`src/rtl/array_sorter.sv`:
```
// rtl/array_sorter.sv - in-place bubble sorter for an external single-port RAM
//
// Sorts a 2**ADDR_W entry RAM of unsigned DATA_W elements into ascending
// order before the downstream binary searcher uses the same RAM.
//
// Ports:
//   clk      - single clock, all state changes on its rising edge
//   reset    - asynchronous active-low reset
//   start    - sort request, sampled in IDLE, held high by the user until done
//   ready    - high only while idle
//   done     - high only once the sort has finished (RAM is ascending)
//   address  - RAM address (shared single-port RAM)
//   wr_data  - RAM write data
//   wren     - RAM write enable, active-high
//   rd_data  - RAM read data, valid the cycle after address is presented
//   swaps    - number of swaps performed in the current/last sort

module array_sorter #(
  parameter int ADDR_W = 5,
  parameter int DATA_W = 8
) (
  input  logic                  clk,
  input  logic                  reset,
  input  logic                  start,
  output logic                  ready,
  output logic                  done,
  output logic [ADDR_W-1:0]     address,
  output logic [DATA_W-1:0]     wr_data,
  output logic                  wren,
  input  logic [DATA_W-1:0]     rd_data,
  output logic [2*ADDR_W-2:0]   swaps
);

  localparam logic [2:0] S_IDLE = 3'd0;
  localparam logic [2:0] S_RDA  = 3'd1;
  localparam logic [2:0] S_RDB  = 3'd2;
  localparam logic [2:0] S_CMP  = 3'd3;
  localparam logic [2:0] S_WRA  = 3'd4;
  localparam logic [2:0] S_WRB  = 3'd5;
  localparam logic [2:0] S_DONE = 3'd6;

  // Last index of the array; the first pass compares up to this entry.
  localparam logic [ADDR_W-1:0] LIMIT_MAX = {ADDR_W{1'b1}};
  localparam logic [ADDR_W-1:0] LIMIT_ONE = {{(ADDR_W-1){1'b0}}, 1'b1};

  logic [2:0]        state;
  logic [ADDR_W-1:0] i;
  logic [ADDR_W-1:0] limit;
  logic              swapped;
  logic [DATA_W-1:0] a;
  logic [DATA_W-1:0] b;

  // i+1 in the pass width; never wraps because i < limit <= LIMIT_MAX
  // whenever it is used as an address.
  logic [ADDR_W-1:0] i_plus1;
  // i+1 with a carry bit so the end-of-pass compare is exact.
  logic [ADDR_W:0]   i_plus1_wide;
  logic              more_in_pass;
  logic              pass_swapped;
  logic              need_swap;

  // Outcome of "advance" (shared by CMP without swap and WRB).
  logic [2:0]        adv_state;
  logic [ADDR_W-1:0] adv_i;
  logic [ADDR_W-1:0] adv_limit;
  logic              adv_swapped;

  assign i_plus1      = i + 1'b1;
  assign i_plus1_wide = {1'b0, i} + {{ADDR_W{1'b0}}, 1'b1};
  assign more_in_pass = (i_plus1_wide < {1'b0, limit});

  // The swap being completed in WRB counts toward the current pass even
  // though the swapped register only updates on the same edge.
  assign pass_swapped = swapped | (state == S_WRB);

  // Compare against the value being registered into b this cycle, so no
  // extra cycle is spent waiting for b.  Equal elements are left in place.
  assign need_swap = (a > rd_data);

  always_comb begin
    adv_state   = S_RDA;
    adv_i       = i;
    adv_limit   = limit;
    adv_swapped = pass_swapped;
    if (more_in_pass) begin
      adv_state = S_RDA;
      adv_i     = i_plus1;
    end else if (!pass_swapped || (limit == LIMIT_ONE)) begin
      adv_state = S_DONE;
    end else begin
      // Largest remaining element has bubbled to position limit.
      adv_state   = S_RDA;
      adv_i       = '0;
      adv_limit   = limit - 1'b1;
      adv_swapped = 1'b0;
    end
  end

  always_ff @(posedge clk or negedge reset) begin
    if (!reset) begin
      state   <= S_IDLE;
      i       <= '0;
      limit   <= '0;
      swapped <= 1'b0;
      swaps   <= '0;
      a       <= '0;
      b       <= '0;
    end else begin
      case (state)
        S_IDLE: begin
          if (start) begin
            i       <= '0;
            swapped <= 1'b0;
            swaps   <= '0;
            limit   <= LIMIT_MAX;
            state   <= S_RDA;
          end
        end
        S_RDA: begin
          state <= S_RDB;
        end
        S_RDB: begin
          a     <= rd_data;
          state <= S_CMP;
        end
        S_CMP: begin
          b <= rd_data;
          if (need_swap) begin
            state <= S_WRA;
          end else begin
            state   <= adv_state;
            i       <= adv_i;
            limit   <= adv_limit;
            swapped <= adv_swapped;
          end
        end
        S_WRA: begin
          state <= S_WRB;
        end
        S_WRB: begin
          swaps   <= swaps + 1'b1;
          state   <= adv_state;
          i       <= adv_i;
          limit   <= adv_limit;
          swapped <= adv_swapped;
        end
        S_DONE: begin
          if (!start) begin
            state <= S_IDLE;
          end
        end
        default: begin
          state <= S_IDLE;
        end
      endcase
    end
  end

  // Outputs decode straight from state so an asynchronous reset takes
  // them to their idle values without waiting for a clock.
  always_comb begin
    ready   = (state == S_IDLE);
    done    = (state == S_DONE);
    wren    = 1'b0;
    address = '0;
    wr_data = '0;
    case (state)
      S_RDA: begin
        address = i;
      end
      S_RDB, S_CMP: begin
        address = i_plus1;
      end
      S_WRA: begin
        address = i;
        wr_data = b;
        wren    = 1'b1;
      end
      S_WRB: begin
        address = i_plus1;
        wr_data = a;
        wren    = 1'b1;
      end
      default: begin
        address = '0;
      end
    endcase
  end

endmodule

```
`config.mk`:
```
export PLATFORM = sky130hd
export DESIGN_NAME = array_sorter
export DESIGN_NICKNAME = d
export VERILOG_FILES = /design/src/rtl/array_sorter.sv
export SDC_FILE = /design/constraint.sdc
export NUM_CORES = 1
export LEC_CHECK = 0
export CAP_MARGIN = 20
export CORE_UTILIZATION = 50
export CTS_CLUSTER_DIAMETER = 60
export CTS_CLUSTER_SIZE = 30
export DETAILED_ROUTE_END_ITERATION = 10
export GPL_TIMING_DRIVEN = 0
export PLACE_DENSITY = 0.82
export SLEW_MARGIN = 20
export SYNTH_ARGS = -nofsm -noshare
export SYNTH_HDL_FRONTEND = slang
export SYNTH_SLANG_ARGS = --single-unit
export TNS_END_PERCENT = 20
```
`constraint.sdc`:
```
create_clock -name clk -period 3.5 [get_ports clk]
set_input_delay 0.7 -clock clk [delete_from_list [all_inputs] [get_ports clk]]
set_output_delay 0.7 -clock clk [all_outputs]
set_load 0.01 [all_outputs]
```
==> results.md <==
- Die height: 73.50 um
- Hold-fix buffers at CTS: 0
- Crit path kind: reg -> out
- Max Freq: 296.8 MHz
- RSZ-0062 raised after global routing: false
- Antenna diodes: 0
- Worst setup EP type: output pin
- CTS tree: built
- Status: completed
- Area growth, synth to finish: 20.75%
- Final period utilization: 96.27%
- Flop-to-flop setup slack: 650 ps
- Total GRT Usage: between 20% and 30%
- CTS root buffer: clkbuf_8
- Post-synthesis async set-or-reset flop share: 100.0%
- RR Startpoint: i[0]
- Fill count: 417
- Routed Antenna Nets: 0
- Most used DFF post-synth: dfrtp_1
- LEAKAGE: 1.404 nW
- Syn nets: around 300
- Flops & latches, synth: 39
- First-pass GRT wire length: around 9.6 mm
- # DRC: 0
- Starting density of the core: between 50% and 60%
- Critical Path Slowest Stage Cell: clkdlybuf4s50_1
- Max Transition Viols Final: 0
- Die area: 0.005402 mm^2
- Number of global-route vias before repair: around 2100
- Clock Skews: 9.986 ps
- Syn Inst Count: 280
- CP Depth: 6
- CP Max Fanout: 5
- CTS clock-pin slew for the worst setup and hold paths: 80 ps
- Post-Route Setup TNS: 0 ps
- Worst-skew pair later-pin latency: 290 ps
- First drt pass iteration count: 4
- Die Wd: 73.50 um
- # clock sinks: 39
- CP Launch Type: register
- Critical path cell sequence: ha_1 -> nand3_1 -> or3b_2 -> a311o_1 -> o21ai_0 -> clkdlybuf4s50_1
- Initial antenna violation count: 0
- Crit Reg-Reg Endpoint: i[2]
- IO Pins: 36
- Endpoints failing setup: 0
- Cell variety after synth: 57
- Max-cap violations: 0
- Worst-Margin Slew: 744.8 ps
- Worst EP arrival: 2670 ps
- Final hold violation count: 0
- Yosys warnings: 0
- Worst path bufs/invs: 1
- Largest net degree at the start of global routing: 30
- CTS resizes: 0
- Input/output buffers: 35
- EDFF count, synth: 0
- DPL Wire Length: 4.241 mm
- Slowest cell delay on critical path: between 500 and 600 ps
- Core area: 0.004817 mm^2
- CTS Buf Count: 5
- Grt ovf: 0
- Syn avg cell area: roughly 9 um^2
- Rel. slew slack: approximately half
- CP delay by family, top: simple AND/OR/NAND/NOR gates
- Post-CTS setup buffers: 0
- Post-Syn Area: ~0.0026 mm^2
- Layout cells sized above 1: 12.65%
- Final GP Congestion: 0.8227
- Hold Path Class: in -> async
- 1st-iter DRT viols: 162
- DR vias: 2214
- Nets: 350
- Period minus WS final: 3370 ps
- Sequential fraction of the synthesis area: 38.18%
- Pwr/cell area: 793.4 mW/mm^2
- Std cell rows: 25
- Routed wire length: 5.689 mm
- Peak VDD IR: roughly 0.0004 V
- Placed cell count: ~380
- Finished Layout Cells: around 390
- Wire per inst: approximately 15 um
- CTS H-tree depth: 2
- Vias/cell: ~5.7
- Clock buffer depth: 2
- CP required: 2800 ps
- Reg2Reg Depth: 10
-- Yosys cell counts, types with 5 or more instances --
master | instances | area (um^2)
a21o_1 | 5 | 37.54
a21oi_1 | 11 | 55.05
a31oi_1 | 6 | 37.54
buf_2 | 8 | 40.04
dfrtp_1 | 39 | 975.9
ha_1 | 16 | 200.2
inv_1 | 13 | 48.80
mux2_2 | 9 | 101.4
mux2i_1 | 8 | 80.08
nand2_1 | 33 | 123.9
nand2b_1 | 5 | 31.28
nand3_1 | 9 | 45.04
nor2_1 | 15 | 56.30
nor2b_1 | 5 | 31.28
o21ai_0 | 26 | 130.1
-- how the worst max path moves through the flow --
stage	from	slack (ps)	endpoint
2_1_floorplan	rd_data[1]	1020	swapped
3_3_place_gp	rd_data[1]	420	swapped
3_5_place_dp	rd_data[1]	370	swapped
4_1_cts	i[1]	160	address[4]
5_1_grt	i[1]	60	address[4]
6_report	i[1]	130	address[4]
-- layout make-up --
cell class / instances / area [um^2] / share of cell area [%]
flip-flops and latches: 39 / 975.9 / 31.62
repair buffers: 36 / 365.4 / 11.84
well taps: 67 / 83.83 / 2.716
plain buffers: 15 / 70.07 / 2.270
clock inverters: 1 / 5.005 / 0.1621
clock buffers: 7 / 76.32 / 2.473
inverters: 14 / 52.55 / 1.702
multi-input cells: 212 / 1458 / 47.22
-- metrics by stage --
step	worst slack [ps]	power, mW	util (%)	cell area, um^2	hold slack (ps)
5_1_grt	56.18	2.639	64.08	3087	292.0
3_5_place_dp	370.8	2.146	62.39	3005	477.5
3_3_place_gp	419.1	2.100	62.08	2990	462.6
4_1_cts	164.0	2.453	64.08	3087	288.8
6_report	130.5	2.449	64.08	3087	278.7
2_1_floorplan	1018	1.712	-	2556	404.4
-- cell usage in the layout (no fill, tap or decap), types with 5 or more instances in the layout --
cell and n:
dfrtp_1 39, clkdlybuf4s50_1 34, nand2_1 33, o21ai_0 26
ha_1 16, nor2_1 15, inv_1 13, a21oi_1 11
buf_2 9, nand3_1 9, mux2_2 9, mux2i_1 8
a31oi_1 6, clkbuf_1 5, nor2b_1 5, nand2b_1 5
a21o_1 5, clkbuf_8 5
-- worst reg2reg max path, delay by kind of cell, from the launching register on --
kind	cells	cell delay [ps]
flip-flops	1	360
buffers and inverters	1	200
AND/OR/NAND/NOR	3	550
AO/OA/AOI/OAI	5	1380
adder cells (fa/ha/maj)	1	260
-- flip-flops by register name, indices dropped and copies added, names as in the netlist --
signal   count
swapped      1
state        3
b            8
limit        5
i            5
swaps        9
a            8
-- routing by layer --
layer	routed length [um]	GRT usage, %	part of all wire (%)	vias to the layer above
met5	0	0	0	-
met4	77	8.761	1.4	0
met3	190	3.429	3.3	9
met2	2773	38.43	49	43
met1	2647	30.56	47	1072
li1	-	-	-	1090
-- report_power, final --
group | leakage, nW | switching, mW | total, mW | internal (mW)
Sequential | 0.480 | 0.152 | 0.782 | 0.630
Clock | 0.0422 | 0.158 | 0.298 | 0.140
Combinational | 0.882 | 0.737 | 1.37 | 0.633
-- logic make-up after synthesis --
kind of cell               synth area share [%]
muxes                                     7.538
and+or+nand+nor                           20.26
buffers and inverters                     4.797
DFF                                       38.18
AOI/OAI and AO/OA                         20.36
xor gates and xnor gates                  1.028
adders and majority gates                 7.832
Power figures use the tool's default switching activity.
